File: src/rtl/alu_ctrl_pkg.sv
// Shared types and constants for the two-port ALU sharing controller.
// Flag packing is common to the ALU flags input and the response flags output.
package alu_ctrl_pkg;

  localparam int unsigned DATA_W_DFLT  = 5;
  localparam int unsigned SEL_W_DFLT   = 5;
  localparam int unsigned RES_W_DFLT   = 8;
  localparam int unsigned NUM_OPS_DFLT = 13;
  localparam int unsigned FLAG_W       = 6;

  localparam int unsigned FLAG_CARRY    = 0;
  localparam int unsigned FLAG_OVERFLOW = 1;
  localparam int unsigned FLAG_NEGATIVE = 2;
  localparam int unsigned FLAG_LESS     = 3;
  localparam int unsigned FLAG_EQUAL    = 4;
  localparam int unsigned FLAG_ZERO     = 5;

  typedef enum logic [1:0] {
    StIdle = 2'd0,
    StExec = 2'd1,
    StResp = 2'd2
  } state_e;

endpackage

File: src/rtl/rr_arb2.sv
// Two-input round-robin arbiter; on a tie the requester opposite the last grant wins.
module rr_arb2 (
  input  logic [1:0] valid_i,
  input  logic       last_grant_i,
  output logic [1:0] gnt_o
);

  always_comb begin
    gnt_o = 2'b00;
    unique case (valid_i)
      2'b01:   gnt_o = 2'b01;
      2'b10:   gnt_o = 2'b10;
      2'b11:   gnt_o = last_grant_i ? 2'b01 : 2'b10;
      default: gnt_o = 2'b00;
    endcase
  end

endmodule

File: src/rtl/alu_share_ctrl.sv
// Shares one combinational ALU between two requesters: arbitrate, register operands,
// capture result/flags one cycle later, and return them over a valid/ready response.
module alu_share_ctrl
  import alu_ctrl_pkg::*;
#(
  parameter int unsigned DATA_W  = DATA_W_DFLT,
  parameter int unsigned SEL_W   = SEL_W_DFLT,
  parameter int unsigned RES_W   = RES_W_DFLT,
  parameter int unsigned NUM_OPS = NUM_OPS_DFLT
) (
  input  logic              clk,
  input  logic              reset,
  input  logic              req0_valid,
  output logic              req0_ready,
  input  logic [DATA_W-1:0] req0_a,
  input  logic [DATA_W-1:0] req0_b,
  input  logic [SEL_W-1:0]  req0_sel,
  input  logic              req1_valid,
  output logic              req1_ready,
  input  logic [DATA_W-1:0] req1_a,
  input  logic [DATA_W-1:0] req1_b,
  input  logic [SEL_W-1:0]  req1_sel,
  output logic              rsp0_valid,
  input  logic              rsp0_ready,
  output logic              rsp1_valid,
  input  logic              rsp1_ready,
  output logic [RES_W-1:0]  rsp_result,
  output logic [FLAG_W-1:0] rsp_flags,
  output logic              rsp_err,
  output logic [DATA_W-1:0] alu_a,
  output logic [DATA_W-1:0] alu_b,
  output logic [SEL_W-1:0]  alu_sel,
  input  logic [RES_W-1:0]  alu_result,
  input  logic [FLAG_W-1:0] alu_flags,
  output logic              busy
);

  localparam logic [SEL_W-1:0] NumOpsSel = SEL_W'(NUM_OPS);

  state_e            state_q;
  logic              owner_q;
  logic              last_grant_q;
  logic              err_q;
  logic [DATA_W-1:0] alu_a_q, alu_b_q;
  logic [SEL_W-1:0]  alu_sel_q;
  logic [RES_W-1:0]  rsp_result_q;
  logic [FLAG_W-1:0] rsp_flags_q;
  logic              rsp_err_q;

  logic [1:0]        gnt;
  logic              win;
  logic              req_hs;
  logic              rsp_hs;
  logic [DATA_W-1:0] win_a, win_b;
  logic [SEL_W-1:0]  win_sel;

  rr_arb2 u_arb (
    .valid_i      ({req1_valid, req0_valid}),
    .last_grant_i (last_grant_q),
    .gnt_o        (gnt)
  );

  // Readiness depends only on state and valids; masked while reset is held.
  assign req0_ready = (state_q == StIdle) && gnt[0] && !reset;
  assign req1_ready = (state_q == StIdle) && gnt[1] && !reset;
  assign req_hs     = req0_ready || req1_ready;
  assign win        = gnt[1];
  assign win_a      = win ? req1_a   : req0_a;
  assign win_b      = win ? req1_b   : req0_b;
  assign win_sel    = win ? req1_sel : req0_sel;
  assign rsp_hs     = owner_q ? rsp1_ready : rsp0_ready;

  always_ff @(posedge clk or posedge reset) begin
    if (reset) begin
      state_q      <= StIdle;
      owner_q      <= 1'b0;
      last_grant_q <= 1'b1;
      err_q        <= 1'b0;
      alu_a_q      <= '0;
      alu_b_q      <= '0;
      alu_sel_q    <= '0;
      rsp_result_q <= '0;
      rsp_flags_q  <= '0;
      rsp_err_q    <= 1'b0;
    end else begin
      unique case (state_q)
        StIdle: begin
          if (req_hs) begin
            owner_q      <= win;
            last_grant_q <= win;
            alu_a_q      <= win_a;
            alu_b_q      <= win_b;
            if (win_sel >= NumOpsSel) begin
              err_q     <= 1'b1;
              alu_sel_q <= '0;
            end else begin
              err_q     <= 1'b0;
              alu_sel_q <= win_sel;
            end
            state_q <= StExec;
          end
        end
        StExec: begin
          if (err_q) begin
            rsp_result_q <= '0;
            rsp_flags_q  <= '0;
            rsp_err_q    <= 1'b1;
          end else begin
            rsp_result_q <= alu_result;
            rsp_flags_q  <= alu_flags;
            rsp_err_q    <= 1'b0;
          end
          state_q <= StResp;
        end
        StResp: begin
          if (rsp_hs) state_q <= StIdle;
        end
        default: state_q <= StIdle;
      endcase
    end
  end

  assign rsp0_valid = (state_q == StResp) && !owner_q;
  assign rsp1_valid = (state_q == StResp) && owner_q;
  assign rsp_result = rsp_result_q;
  assign rsp_flags  = rsp_flags_q;
  assign rsp_err    = rsp_err_q;
  assign alu_a      = alu_a_q;
  assign alu_b      = alu_b_q;
  assign alu_sel    = alu_sel_q;
  assign busy       = (state_q != StIdle);

endmodule

File: config.mk
export PLATFORM = sky130hd
export DESIGN_NAME = alu_share_ctrl
export DESIGN_NICKNAME = d
export VERILOG_FILES = /design/src/rtl/alu_ctrl_pkg.sv /design/src/rtl/rr_arb2.sv /design/src/rtl/alu_share_ctrl.sv
export SDC_FILE = /design/constraint.sdc
export NUM_CORES = 1
export LEC_CHECK = 0
export ABC_AREA = 1
export CORE_ASPECT_RATIO = 0.8
export CORE_MARGIN = 1.5
export CORE_UTILIZATION = 39
export DETAILED_ROUTE_END_ITERATION = 10
export PLACE_DENSITY = 0.79
export RECOVER_POWER = 100
export SLEW_MARGIN = 20
export SYNTH_ARGS = -nofsm -noshare
export SYNTH_HDL_FRONTEND = slang
export SYNTH_SLANG_ARGS = --single-unit
File: constraint.sdc
create_clock -name clk -period 2.1 [get_ports clk]
set_input_delay 0.315 -clock clk [delete_from_list [all_inputs] [get_ports clk]]
set_output_delay 0.315 -clock clk [all_outputs]
set_load 0.02 [all_outputs]
==> results of run 1 <==
## final timing paths
kind / slack (ns) / endpoint / cells after the start
max: 0.10 / req1_ready / 5
min: 0.49 / alu_sel[0] / 2
max reg2reg: 0.42 / alu_b[0] / 7
min reg2reg: 0.49 / alu_sel[0] / 2
max in group asynchronous: 0.94 / rsp_flags[2] / 3
min in group asynchronous: 0.64 / alu_a[3] / 3
## where the power goes
group	total (W)	switching, W	internal, W	leakage, nW
clock network	0.000708	0.000234	0.000474	0.0654
registers	0.00111	0.000136	0.000970	0.431
logic	0.00160	0.000866	0.000736	0.755
## cell type report
cell class | count | area share (%)
Timing Repair Buffer | 95 | 34.0
Sequential cell | 35 | 32.8
Multi-Input combinational cell | 115 | 23.7
Clock buffer | 6 | 2.72
Tap cell | 55 | 2.57
Clock inverter | 2 | 2.25
Inverter | 14 | 1.97
## layout by cell type (no fill, tap or decap), types with 2 or more instances in the layout
master                            instances
sky130_fd_sc_hd__bufinv_16                2
sky130_fd_sc_hd__clkbuf_1                 3
sky130_fd_sc_hd__inv_1                   14
sky130_fd_sc_hd__dfrtp_1                 34
sky130_fd_sc_hd__a22o_1                  14
sky130_fd_sc_hd__nand2_1                 40
sky130_fd_sc_hd__clkbuf_8                 5
sky130_fd_sc_hd__clkdlybuf4s50_1         50
sky130_fd_sc_hd__o21ai_0                  3
sky130_fd_sc_hd__clkbuf_2                 2
sky130_fd_sc_hd__nand3_1                 15
sky130_fd_sc_hd__a31oi_1                  3
sky130_fd_sc_hd__dlygate4sd3_1           33
sky130_fd_sc_hd__nor2_1                  23
sky130_fd_sc_hd__nand3b_1                 3
sky130_fd_sc_hd__a31oi_2                  7
sky130_fd_sc_hd__buf_4                    8
## flip-flops by register name, indices dropped and copies added (netlist names)
| signal | count |
|---|---|
| last_grant_q | 1 |
| owner_q | 1 |
| rsp_result | 8 |
| err_q | 1 |
| alu_b | 5 |
| alu_sel | 5 |
| rsp_flags | 6 |
| rsp_err | 1 |
| alu_a | 5 |
| state_q | 2 |
## kinds of logic after synthesis
family	after synthesis	share of synthesized area (%)
AOI/OAI and AO/OA	29	16.2
buffers and inverters	22	6.55
DFF	35	53.4
and+or+nand+nor	86	23.9
## cell usage after synthesis
cell / count
sky130_fd_sc_hd__dfrtp_1: 34
sky130_fd_sc_hd__nand2_4: 1
sky130_fd_sc_hd__clkbuf_1: 1
sky130_fd_sc_hd__nor2_4: 2
sky130_fd_sc_hd__o21ai_1: 1
sky130_fd_sc_hd__o21ai_0: 3
sky130_fd_sc_hd__nand3b_1: 3
sky130_fd_sc_hd__dfstp_2: 1
sky130_fd_sc_hd__nor2_1: 21
sky130_fd_sc_hd__nor2_2: 2
sky130_fd_sc_hd__a31oi_2: 7
sky130_fd_sc_hd__nand3_2: 1
sky130_fd_sc_hd__buf_4: 2
sky130_fd_sc_hd__nand2_1: 39
sky130_fd_sc_hd__nand2_2: 2
sky130_fd_sc_hd__buf_1: 1
sky130_fd_sc_hd__nand3_1: 15
sky130_fd_sc_hd__inv_1: 14
sky130_fd_sc_hd__a31oi_1: 3
sky130_fd_sc_hd__buf_2: 2
sky130_fd_sc_hd__a22o_1: 14
sky130_fd_sc_hd__buf_6: 2
sky130_fd_sc_hd__a21oi_4: 1
## stage by stage
step | hold slack (ns) | total power (W) | setup WS (ns)
floorplan | 0.448 | 0.00208 | 0.0462
global placement | 0.473 | 0.00288 | 0.0960
detailed placement | 0.482 | 0.00290 | 0.0417
CTS | 0.500 | 0.00362 | 0.0235
global route | 0.518 | 0.00364 | 0.0549
finish | 0.491 | 0.00342 | 0.102
## critical path: cells and delay by family
family / cells / cell delay (ns)
buffers and inverters: 2 / 1.05
and+or+nand+nor: 3 / 0.32
## metal layers
layer  GRT usage [%]  part of all wire, %
met1            21.5                   41
met2            33.8                   47
met3            7.86                   11
met4            6.89                  1.3
met5               0                    0
==> run summary, run 1 <==
- combined area of the multi-input logic cells: 633 µm²
- routed vias: 1514
- post-route ant nets: 0
- post-route standard cell area excluding fillers: 2670 µm²
- hold violation count in the final report: 0
- Cell variety after synth: 23
- arrival time of data at the critical path endpoint: 1.68 ns
- clock transition at the registers of the reported paths: 0.07 ns
- number of cells in the design after placement: 314
- Setup Total Neg Slack: 0 ns
- DRC viols: 0
- number of buffers added by the clock tree synthesis step: 5
- number of placement rows: 20
- IO Port Bufs: 84
- slowest cell delay on critical path: 0.61 ns
- wire length of the first global-routing pass: 6.56 mm
- initial core utilization: 42.1%
- dominant cell type by count on the critical path: sky130_fd_sc_hd__clkdlybuf4s50_1
- leakage power of the design: 1.25 nW
- final count of pins violating max slew: 0
- type of origin of the critical path: primary input
- largest buffer count on any clock path: 2
- Crit path required time: 1.78 ns
- PostCTS Resize Cnt: 0
- maximum VDD drop: 0.000786 V
- Post-Synthesis Cell Area: 1640 µm²
- Tightest Pin Transition: 0.936 ns
- buffer cell driving the clock tree root: sky130_fd_sc_hd__clkbuf_8
- share of cells above drive strength 1: 11.2%
- clock tree from TritonCTS: built
- via density per instance: 4.70
- total of max-cap violations: 0
- post-DR wirelength/cell: 12.4 µm
- total power per unit cell area: 1280 nW/µm²
- post-layout util: 68.5%
- final weighted congestion in routability-driven placement: 0.817
- Synthesized Nets: 222
- sequential share of the synthesized area: 53.4%
- sum of net half-perimeters after detailed placement: 3.18 mm
- setup repair after global routing missed its margin: false
- final setup fails: 0
- Warnings, synthesis: 0
- Reg2Reg Launch Point: last_grant_q
- worst slew slack as a fraction of its limit: 37.4%
- fill cell count: 337
- final worst path period need: 2.00 ns
- initial antenna violation count: 0
- count of TritonRoute iterations in the first routing pass: 4
- Synth area leader: sky130_fd_sc_hd__dfrtp_1
- Post-Synthesis Cells: 172
- Setup Fix Bufs, Post-CTS: 0
- Hold Crit Class: register to register
- Worst Setup End Kind: primary output
- start point of the worst min-delay path: alu_sel[0]
- Total Routed Length: 4.00 mm
- total global-route track usage: 19.3%
- die width: 75.5 µm
- boundary pin count: 85
- Antenna Cells: 0
- Die Footprint: 4610 µm²
- via count of the first global-routing pass: 1489
- status: completed
- class of the most critical setup path: primary input to primary output
- storage element area: 877 µm²
- cell breakdown of the critical path: clkdlybuf4s50_1, nand2_1, nand2_4, nor2_2, clkdlybuf4s50_1
- post-layout net count: 316
- total overflow reported by the global router: 0
- Core Box Area: 3900 µm²
- clock latency of the later-clocked register in the worst-skew pair: 0.28 ns
- Yosys top cell area share: 51.8%
- drt first-iter violations: 70
- number of clock sinks seen by CTS: 35
- final critical-path share of the clock period: 95.1%
- maximum frequency from static timing analysis: 500 MHz
- largest driver fanout on the critical path: 2
- synth top area cells: sky130_fd_sc_hd__dfrtp_1 (52%), sky130_fd_sc_hd__nand2_1 (8.9%), sky130_fd_sc_hd__a22o_1 (7.5%)
- level count of the clock H-tree: 2
- number of hold-repair buffers added at the cts stage: 0
- maximum number of pins on one net before global-route repair: 36
- Final Non-Filler Cells: 322
- area growth from synthesis to layout: 62.8%
- cell with the largest stage delay on the worst path: sky130_fd_sc_hd__clkdlybuf4s50_1
- clock skew after layout: 0.00274 ns
- Die Y-Extent: 61.0 µm
- startpoint of the worst setup timing path: req0_valid
- register bit count reported by yosys: 35
- standard cell area after detailed placement: 2590 µm²
- Mapped Avg Cell Area: 9.54 µm²
Power figures use the tool's default switching activity.
==> run 2, diff against run 1 <==
Settings changed: CTS_CLUSTER_DIAMETER from default to 100, HOLD_SLACK_MARGIN from default to 0.12.
==> results of run 2 <==
The final DEF is identical to that of run 1; final timing and power are the same.
